File: config.mk
export PLATFORM = sky130hd
export DESIGN_NAME = match_sequencer
export DESIGN_NICKNAME = d
export VERILOG_FILES = /design/src/rtl/game_pkg.sv /design/src/rtl/pause_timer.sv /design/src/rtl/match_sequencer.sv
export SDC_FILE = /design/constraint.sdc
export NUM_CORES = 1
export LEC_CHECK = 0
export CORE_MARGIN = 2
export CORE_UTILIZATION = 45
export DETAILED_ROUTE_END_ITERATION = 8
export GPL_ROUTABILITY_DRIVEN = 0
export HOLD_SLACK_MARGIN = 0.02
export SYNTH_ARGS = -nofsm -noshare
export SYNTH_HDL_FRONTEND = slang
export SYNTH_SLANG_ARGS = --single-unit
File: constraint.sdc
create_clock -name clk -period 3.61 [get_ports clk]
set_input_delay 0.722 -clock clk [delete_from_list [all_inputs] [get_ports clk]]
set_output_delay 0.722 -clock clk [all_outputs]
set_load 0.01 [all_outputs]
File: src/rtl/game_pkg.sv
// Shared types and constants for the ping-pong game controller.
// Latency: n/a (package only).
// Backpressure: n/a (package only).
//
// Contents: controller state encoding, winner output codes, default goal
// targets and a helper that sizes the pause counter.
package game_pkg;

  typedef enum logic [2:0] {
    ST_IDLE,
    ST_SERVE,
    ST_RALLY,
    ST_PAUSE,
    ST_OVER
  } state_e;

  localparam logic [1:0] WIN_IDLE = 2'b00;
  localparam logic [1:0] WIN_PLAY = 2'b01;
  localparam logic [1:0] WIN_P1   = 2'b10;
  localparam logic [1:0] WIN_P2   = 2'b11;

  localparam int unsigned DEF_SHORT_TARGET = 5;
  localparam int unsigned DEF_LONG_TARGET  = 9;

  // The counter must hold PAUSE_CYCLES-1. A 1-cycle pause still needs a
  // 1-bit counter, so the width never drops to zero.
  function automatic int unsigned cnt_width(input int unsigned cycles);
    return (cycles > 1) ? $clog2(cycles) : 1;
  endfunction

endpackage

File: src/rtl/pause_timer.sv
// Loadable down-counter that times the pause between points.
// Latency: load takes effect on the next edge; done is a decode of the count.
// Backpressure: none; en only advances the count, which saturates at zero.
//
// Ports:
//   clk    in   system clock
//   reset  in   synchronous, active-low; clears the count
//   load   in   load PAUSE_CYCLES-1 (wins over en)
//   en     in   decrement by one while non-zero
//   done   out  count is zero
module pause_timer
  import game_pkg::*;
#(
  parameter int unsigned PAUSE_CYCLES = 4
) (
  input  logic clk,
  input  logic reset,
  input  logic load,
  input  logic en,
  output logic done
);

  localparam int unsigned CNT_W = cnt_width(PAUSE_CYCLES);
  localparam logic [CNT_W-1:0] LOAD_VAL = CNT_W'(PAUSE_CYCLES - 1);
  localparam logic [CNT_W-1:0] ONE      = CNT_W'(1);

  logic [CNT_W-1:0] count_q, count_d;

  always_comb begin
    count_d = count_q;
    if (load) begin
      count_d = LOAD_VAL;
    end else if (en && (count_q != '0)) begin
      count_d = count_q - ONE;
    end
  end

  always_ff @(posedge clk) begin
    if (!reset) begin
      count_q <= '0;
    end else begin
      count_q <= count_d;
    end
  end

  assign done = (count_q == '0);

endmodule

File: src/rtl/match_sequencer.sv
// Game controller: starts a match, serves, counts goals, pauses between points, declares the winner.
// Latency: every output is registered; a goal in RALLY shows on the outputs one cycle later.
// Backpressure: none; start/goal pulses arriving in states that do not use them are dropped.
//
// Ports:
//   clk        in   system clock
//   reset      in   synchronous, active-low; back to IDLE with cleared outputs
//   start      in   pulse; begins/restarts a match from IDLE or OVER
//   long_mode  in   target select, sampled only on an accepted start
//   goal_p1/2  in   pulse; player 1/2 scored (only counted in RALLY)
//   ball_load  out  pulse during SERVE: recentre ball, load serve_dir
//   ball_run   out  level, high in RALLY
//   serve_dir  out  0 = toward player 1, 1 = toward player 2
//   p1/p2_score out goal counts
//   winner     out  WIN_IDLE / WIN_PLAY / WIN_P1 / WIN_P2
module match_sequencer
  import game_pkg::*;
#(
  parameter int unsigned PAUSE_CYCLES = 50_000_000,
  parameter int unsigned SHORT_TARGET = DEF_SHORT_TARGET,
  parameter int unsigned LONG_TARGET  = DEF_LONG_TARGET
) (
  input  logic       clk,
  input  logic       reset,
  input  logic       start,
  input  logic       long_mode,
  input  logic       goal_p1,
  input  logic       goal_p2,
  output logic       ball_load,
  output logic       ball_run,
  output logic       serve_dir,
  output logic [3:0] p1_score,
  output logic [3:0] p2_score,
  output logic [1:0] winner
);

  localparam logic [3:0] SHORT_T = 4'(SHORT_TARGET);
  localparam logic [3:0] LONG_T  = 4'(LONG_TARGET);

  state_e     state_q;
  logic [3:0] p1_score_q, p2_score_q, target_q;
  logic [1:0] winner_q;
  logic       serve_dir_q, ball_load_q, ball_run_q;

  logic [3:0] p1_score_d, p2_score_d;
  logic       p1_only, p2_only, p1_hit, p2_hit;
  logic       in_rally, point_end, match_won;
  logic       timer_load, timer_en, timer_done;

  assign p1_score_d = p1_score_q + 4'd1;
  assign p2_score_d = p2_score_q + 4'd1;
  assign p1_only    = goal_p1 & ~goal_p2;
  assign p2_only    = goal_p2 & ~goal_p1;
  assign p1_hit     = (p1_score_d == target_q);
  assign p2_hit     = (p2_score_d == target_q);

  assign in_rally   = (state_q == ST_RALLY);
  // Any goal pulse ends the point; simultaneous goals end it without a score.
  assign point_end  = in_rally & (goal_p1 | goal_p2);
  assign match_won  = in_rally & ((p1_only & p1_hit) | (p2_only & p2_hit));
  assign timer_load = point_end & ~match_won;
  assign timer_en   = (state_q == ST_PAUSE);

  pause_timer #(
    .PAUSE_CYCLES(PAUSE_CYCLES)
  ) u_pause_timer (
    .clk  (clk),
    .reset(reset),
    .load (timer_load),
    .en   (timer_en),
    .done (timer_done)
  );

  always_ff @(posedge clk) begin
    if (!reset) begin
      state_q     <= ST_IDLE;
      p1_score_q  <= '0;
      p2_score_q  <= '0;
      target_q    <= SHORT_T;
      winner_q    <= WIN_IDLE;
      serve_dir_q <= 1'b0;
      ball_load_q <= 1'b0;
      ball_run_q  <= 1'b0;
    end else begin
      ball_load_q <= 1'b0;
      case (state_q)
        ST_IDLE, ST_OVER: begin
          if (start) begin
            p1_score_q  <= '0;
            p2_score_q  <= '0;
            target_q    <= long_mode ? LONG_T : SHORT_T;
            serve_dir_q <= 1'b0;
            winner_q    <= WIN_PLAY;
            ball_load_q <= 1'b1;
            state_q     <= ST_SERVE;
          end
        end
        ST_SERVE: begin
          ball_run_q <= 1'b1;
          state_q    <= ST_RALLY;
        end
        ST_RALLY: begin
          if (point_end) begin
            ball_run_q <= 1'b0;
            state_q    <= ST_PAUSE;
            // The loser of the point receives the next serve.
            if (p1_only) begin
              p1_score_q  <= p1_score_d;
              serve_dir_q <= 1'b1;
              if (p1_hit) begin
                winner_q <= WIN_P1;
                state_q  <= ST_OVER;
              end
            end else if (p2_only) begin
              p2_score_q  <= p2_score_d;
              serve_dir_q <= 1'b0;
              if (p2_hit) begin
                winner_q <= WIN_P2;
                state_q  <= ST_OVER;
              end
            end
          end
        end
        ST_PAUSE: begin
          if (timer_done) begin
            ball_load_q <= 1'b1;
            state_q     <= ST_SERVE;
          end
        end
        default: state_q <= ST_IDLE;
      endcase
    end
  end

  assign ball_load = ball_load_q;
  assign ball_run  = ball_run_q;
  assign serve_dir = serve_dir_q;
  assign p1_score  = p1_score_q;
  assign p2_score  = p2_score_q;
  assign winner    = winner_q;

endmodule

Word-level counts from Yosys, hierarchy flattened
Index checks and enable logic that the tools add are counted.
Operators by class
  multiplexer cells: 36
  bitwise logic cells: 13
  reductions and logical operators: 16
  $add $sub $neg: 3
  eq/ne operators: 15
Operators with widths (count)
  26-bit two-way mux: 2
  4-bit two-way mux: 7
  26-bit logical NOT: 1
  26-bit nonzero test: 1
  26-bit by 1-bit subtractor with 26-bit output (second input constant): 1
  3-bit two-way mux: 7
  4-bit one-hot mux with 2 select lines: 2
  2-bit two-way mux: 6
  3-bit one-hot mux with 4 select lines: 1
  2-bit inequality test (second input constant): 5
  3-bit inequality test (second input constant): 3
  4-bit by 1-bit adder with 4-bit output (second input constant): 2
  4-bit equality test: 2
  4-bit AND reduction: 2
  1-bit AND: 7
  1-bit two-way mux: 7
  3-bit by 2-bit equality test with 1-bit output (second input constant): 2
  1-bit one-hot mux with 2 select lines: 3
  6-bit AND reduction: 1
  2-bit nonzero test: 3
  5-bit AND reduction: 1
  1-bit inverter: 4
  2-bit one-hot mux with 2 select lines: 1
  2-bit AND reduction: 2
  other kinds (8): 10
Storage, ports and cells
  output and inout port bits: 13
  register bits: 46
  word-level logic and storage cells: 93
  input port bits: 6

Logic depth before layout (Yosys ltp)
  depth in word-level cells: 8
  depth in mapped cells: 8

Hierarchy
A second synthesis with hierarchy kept.
Unflattened totals
  cells, all modules: 283
  area, all modules: 2493.6 um^2
Modules (own cells, without submodules)
  pause_timer: times used 1, cells an instance 154, area each 1406.3 um^2, seq. area each 520.5 um^2
  match_sequencer: times used 1, cells an instance 129, area each 1087.3 um^2, seq. area each 360.3 um^2

Worst setup path after synthesis
No wires, ideal clock.
  path type: register -> register
  from: reg u_pause_timer.count_q[8]
  to: reg u_pause_timer.count_q[17]
  clock period less this slack: 2539 ps
  path slack: 1071 ps
  path buffers: 2
  arrival time: 2464 ps
  cell stages (with the launch flop): 8
  required time: 3536 ps
  cells stage by stage: dfxtp_1 or4_4 or4_1 buf_2 or3_1 clkbuf_2 or4_1 a31oi_1
Between the ends
  word-level cells in the longest chain between the ends: 3
  elaborated cells on any way between the ends: 6
  those cells by class: add/sub (1); mux (2); reduce/logical (3)
RTL lines
  start: declaration: RTL line pause_timer.sv:27  | logic [CNT_W-1:0] count_q, count_d;
  start signal: assignment: RTL line pause_timer.sv:42  | count_q <= count_d;
  26-bit by 1-bit subtractor with 26-bit output / 26-bit nonzero test (equally long branches): RTL line pause_timer.sv:34, pause_timer.sv:33
  26-bit two-way mux / 1-bit logical AND (equally long branches): RTL line pause_timer.sv:33  | end else if (en && (count_q != '0)) begin
  26-bit two-way mux / 2-bit nonzero test (equally long branches)
Parallel ways exist; a longest one is shown, timed or not. The select of a mux whose other input is x is not followed.
A chain may end at the register's enable or synchronous reset.

Worst setup path after layout
  from: reg u_pause_timer.count_q[8]
  to: reg u_pause_timer.count_q[4]
Between the ends
  word-level cells in the longest chain between the ends: 3
RTL lines (RTL line)
  26-bit nonzero test: pause_timer.sv:33
  1-bit logical AND: pause_timer.sv:33
  2-bit nonzero test (no source line)
Every way passes these cells.

==> key figures <==
Layout
  • Fin cells: 383
  • Layout cells sized above 1: 8.626%
  • Final Cell Area: 2780 µm²
  • Most common cell after layout, fill and taps aside: dfxtp_1
  • Final-stage net count: 326
  • Commonest cells after routing, fill and taps aside: dfxtp_1 (44), nor2_1 (22), a21oi_1 (20)
  • Diodes inserted: 0
  • Area Overhead vs Synth: 13.43%
  • Fillers: 485

Drt
  • Vias per std cell: 5.950
  • 1st-pass router iterations: 5
  • DR DRC count: 0
  • Per-cell routed wire length: 15.46 µm
  • Initial DRC Count: 122
  • Via Count: 2,279
  • Final wirelength: 5.923 mm
  • Final ANT Viol Nets: 0

Global routing
  • Initial antenna violation count: 0
  • Largest net degree at the start of global routing: 25
  • Wire length of the first global-routing pass: 10.17 mm
  • Vias in the first global route: 2,152
  • Gr usage total: 20.82%
  • GR Overflow Total: 0

Yosys
  • Seq/Total Area, Yosys: 35.94%
  • Synth area leaders: dfxtp_1 (36%), a21oi_1 (4.1%), ha_1 (4.1%)
  • Area leader, netlist: dfxtp_1
  • Post-synth EDFFs: 0
  • Post-synthesis cell area: 2451 µm²
  • Netlist cell types: 53
  • Top FF cell, synth: dfxtp_1
  • Post-Syn Nets: 313
  • Post-Synthesis Cells: 299
  • Syn Area/Cell: 8.198 µm²
  • Synth Register Bits: 44
  • Synth warn: 0
  • FFs w/ async S/R, synth: 0%
  • Synth top area share: 35.94%

Timing
  • Worst-Margin Slew: 0.7503 ns
  • Period utilization: 77.14%
  • Min cycle time layout: 2.785 ns
  • Fmax: 359.1 MHz
  • Fin. max-slew vios: 0
  • Clock tree skew after final layout: 0.008299 ns
  • Fin. Hold Viols: 0
  • Setup-failing EPs final: 0
  • Setup TNS: 0 ns
  • Hold slack: 0.4876 ns
  • Slew HR: 49.52%
  • RSZ-0062 raised after global routing: no
  • Final setup margin: 0.8251 ns

Placement
  • Dpl cells: 375
  • Setup WS pre-CTS: 0.7608 ns
  • DP Area: 2693 µm²
  • Detailed placer's ending HPWL: 4.155 mm
  • IO Port Bufs: 18

Floorplan
  • Core box area: 5172 µm²
  • Initial core utilization: 47.39%
  • Die Wd: 77.81 µm
  • Die Y: 77.81 µm
  • I/O pin cnt: 19
  • Full die area: 6054 µm²
  • Site Rows: 26

Power
  • Share of total power in the clock network: 14.9%
  • NetSw: 0.9487 mW
  • Pint: 1.138 mW
  • Net switching fraction of the power: 45.46%
  • Pwr Density: 750.6 nW/µm²
  • Combinational power share: 49.2%
  • Leakage: 0.9989 nW
  • Reg power frac: 35.9%
  • VDD IR-drop max: 400.3 µV

CTS
  • Clock Tree Buf Depth: 2
  • CTS root buf: clkbuf_8
  • Post-CTS Setup Inserts: 0
  • Hold buffers post-CTS: 0
  • H-tree lvl count: 2
  • Total CTS buffers: 5
  • CTS tree: done
  • Clk sinks: 44
  • Clock transition at path regs: 0.09 ns
  • Post_cts resized: 0
  • Clock Latency Late Sink: 0.30 ns

Worst setup path
  • Setup CP Type: flop to flop
  • Worst EP arrival: 3.02 ns
  • CP Launch Type: flop
  • Crit path max fanout: 8
  • CP required: 3.85 ns
  • Crit. End Element: flop

Outcome
  • Status: finished clean

Worst hold path
  • Min-Delay Path Class: flop to flop

Flow run
  • Max-Cap Viols: 0
-- power by group through the flow --
stage	registers, mW	clock network (mW)	logic [mW]
6_report	0.749	0.311	1.03
5_1_grt	0.769	0.342	1.14
4_1_cts	0.745	0.323	1.01
3_5_place_dp	0.755	0	1.00
3_3_place_gp	0.755	0	1.00
2_1_floorplan	0.699	0	0.810
-- critical path, stage by stage, from the launching register on --
cell and delay [ns]:
dfxtp_1 0.37, or4_4 0.59, or4_1 0.52, nor4_1 0.71, buf_4 0.27, o21ai_0 0.09
a31oi_1 0.16
-- per-layer routing --
metal	global-route usage [%]	part of all wire, %
met5	0	0
met4	8.393	2.2
met3	3.605	3.7
met2	34.40	47
met1	26.83	47
-- Yosys cell counts (3+ instances only) --
cell       n
a21oi_1   20
a31oi_1   13
and3_1     5
clkbuf_1  14
dfxtp_1   44
ha_1       8
inv_1     13
nand2_1    8
nand2b_1   7
nand3_1   14
nand4_1    4
nand4b_1   3
nor2_1    22
nor2b_1    5
nor3_1     5
nor4_1     9
o211ai_1   3
o21ai_0   16
o31ai_1    9
or2_2      4
or3_1     14
or4_1      9
xnor2_1    8
xor2_1     3
-- sequential cells by signal (all words and copies together) (netlist names) --
name                   flops
ball_run                   1
u_pause_timer.count_q     26
p1_score                   4
winner                     2
target_q                   2
serve_dir                  1
p2_score                   4
ball_load                  1
state_q                    3
-- logic make-up after synthesis --
kind of cell	after synthesis	share of synthesized area (%)
adder cells (fa/ha/maj)	8	4.084
buffers and inverters	31	4.900
flip-flops	44	35.94
AND/OR/NAND/NOR	123	29.30
XOR/XNOR	11	3.931
AO/OA/AOI/OAI	79	20.57
multiplexers	3	1.276
-- through the flow --
| stage | utilization, % | power [mW] |
|---|---|---|
| 3_5_place_dp | 52.06 | 1.760 |
| 6_report | 53.75 | 2.087 |
| 2_1_floorplan | - | 1.510 |
| 3_3_place_gp | 52.06 | 1.757 |
| 5_1_grt | 53.75 | 2.251 |
| 4_1_cts | 53.75 | 2.081 |
-- layout make-up --
class / count / area (µm²) / area share, %
Clock buffer: 5 / 68.82 / 2.475
Clock inverter: 3 / 18.77 / 0.6751
Inverter: 13 / 48.80 / 1.755
Multi-Input combinational cell: 224 / 1450 / 52.16
Sequential cell: 44 / 880.8 / 31.68
Tap cell: 70 / 87.58 / 3.150
Timing Repair Buffer: 24 / 225.2 / 8.101
-- final timing paths --
kind | startpoint | end | slack (ns) | cells after the start
max | u_pause_timer.count_q[8]$_SDFFE_PP0P_ | u_pause_timer.count_q[4]$_SDFFE_PN0P_ | 0.83 | 6
max reg2reg | u_pause_timer.count_q[8]$_SDFFE_PP0P_ | u_pause_timer.count_q[4]$_SDFFE_PN0P_ | 0.83 | 6
min | serve_dir$_SDFFE_PN0P_ | serve_dir$_SDFFE_PN0P_ | 0.49 | 2
min reg2reg | serve_dir$_SDFFE_PN0P_ | serve_dir$_SDFFE_PN0P_ | 0.49 | 2
(Power assumes the default switching activity.)
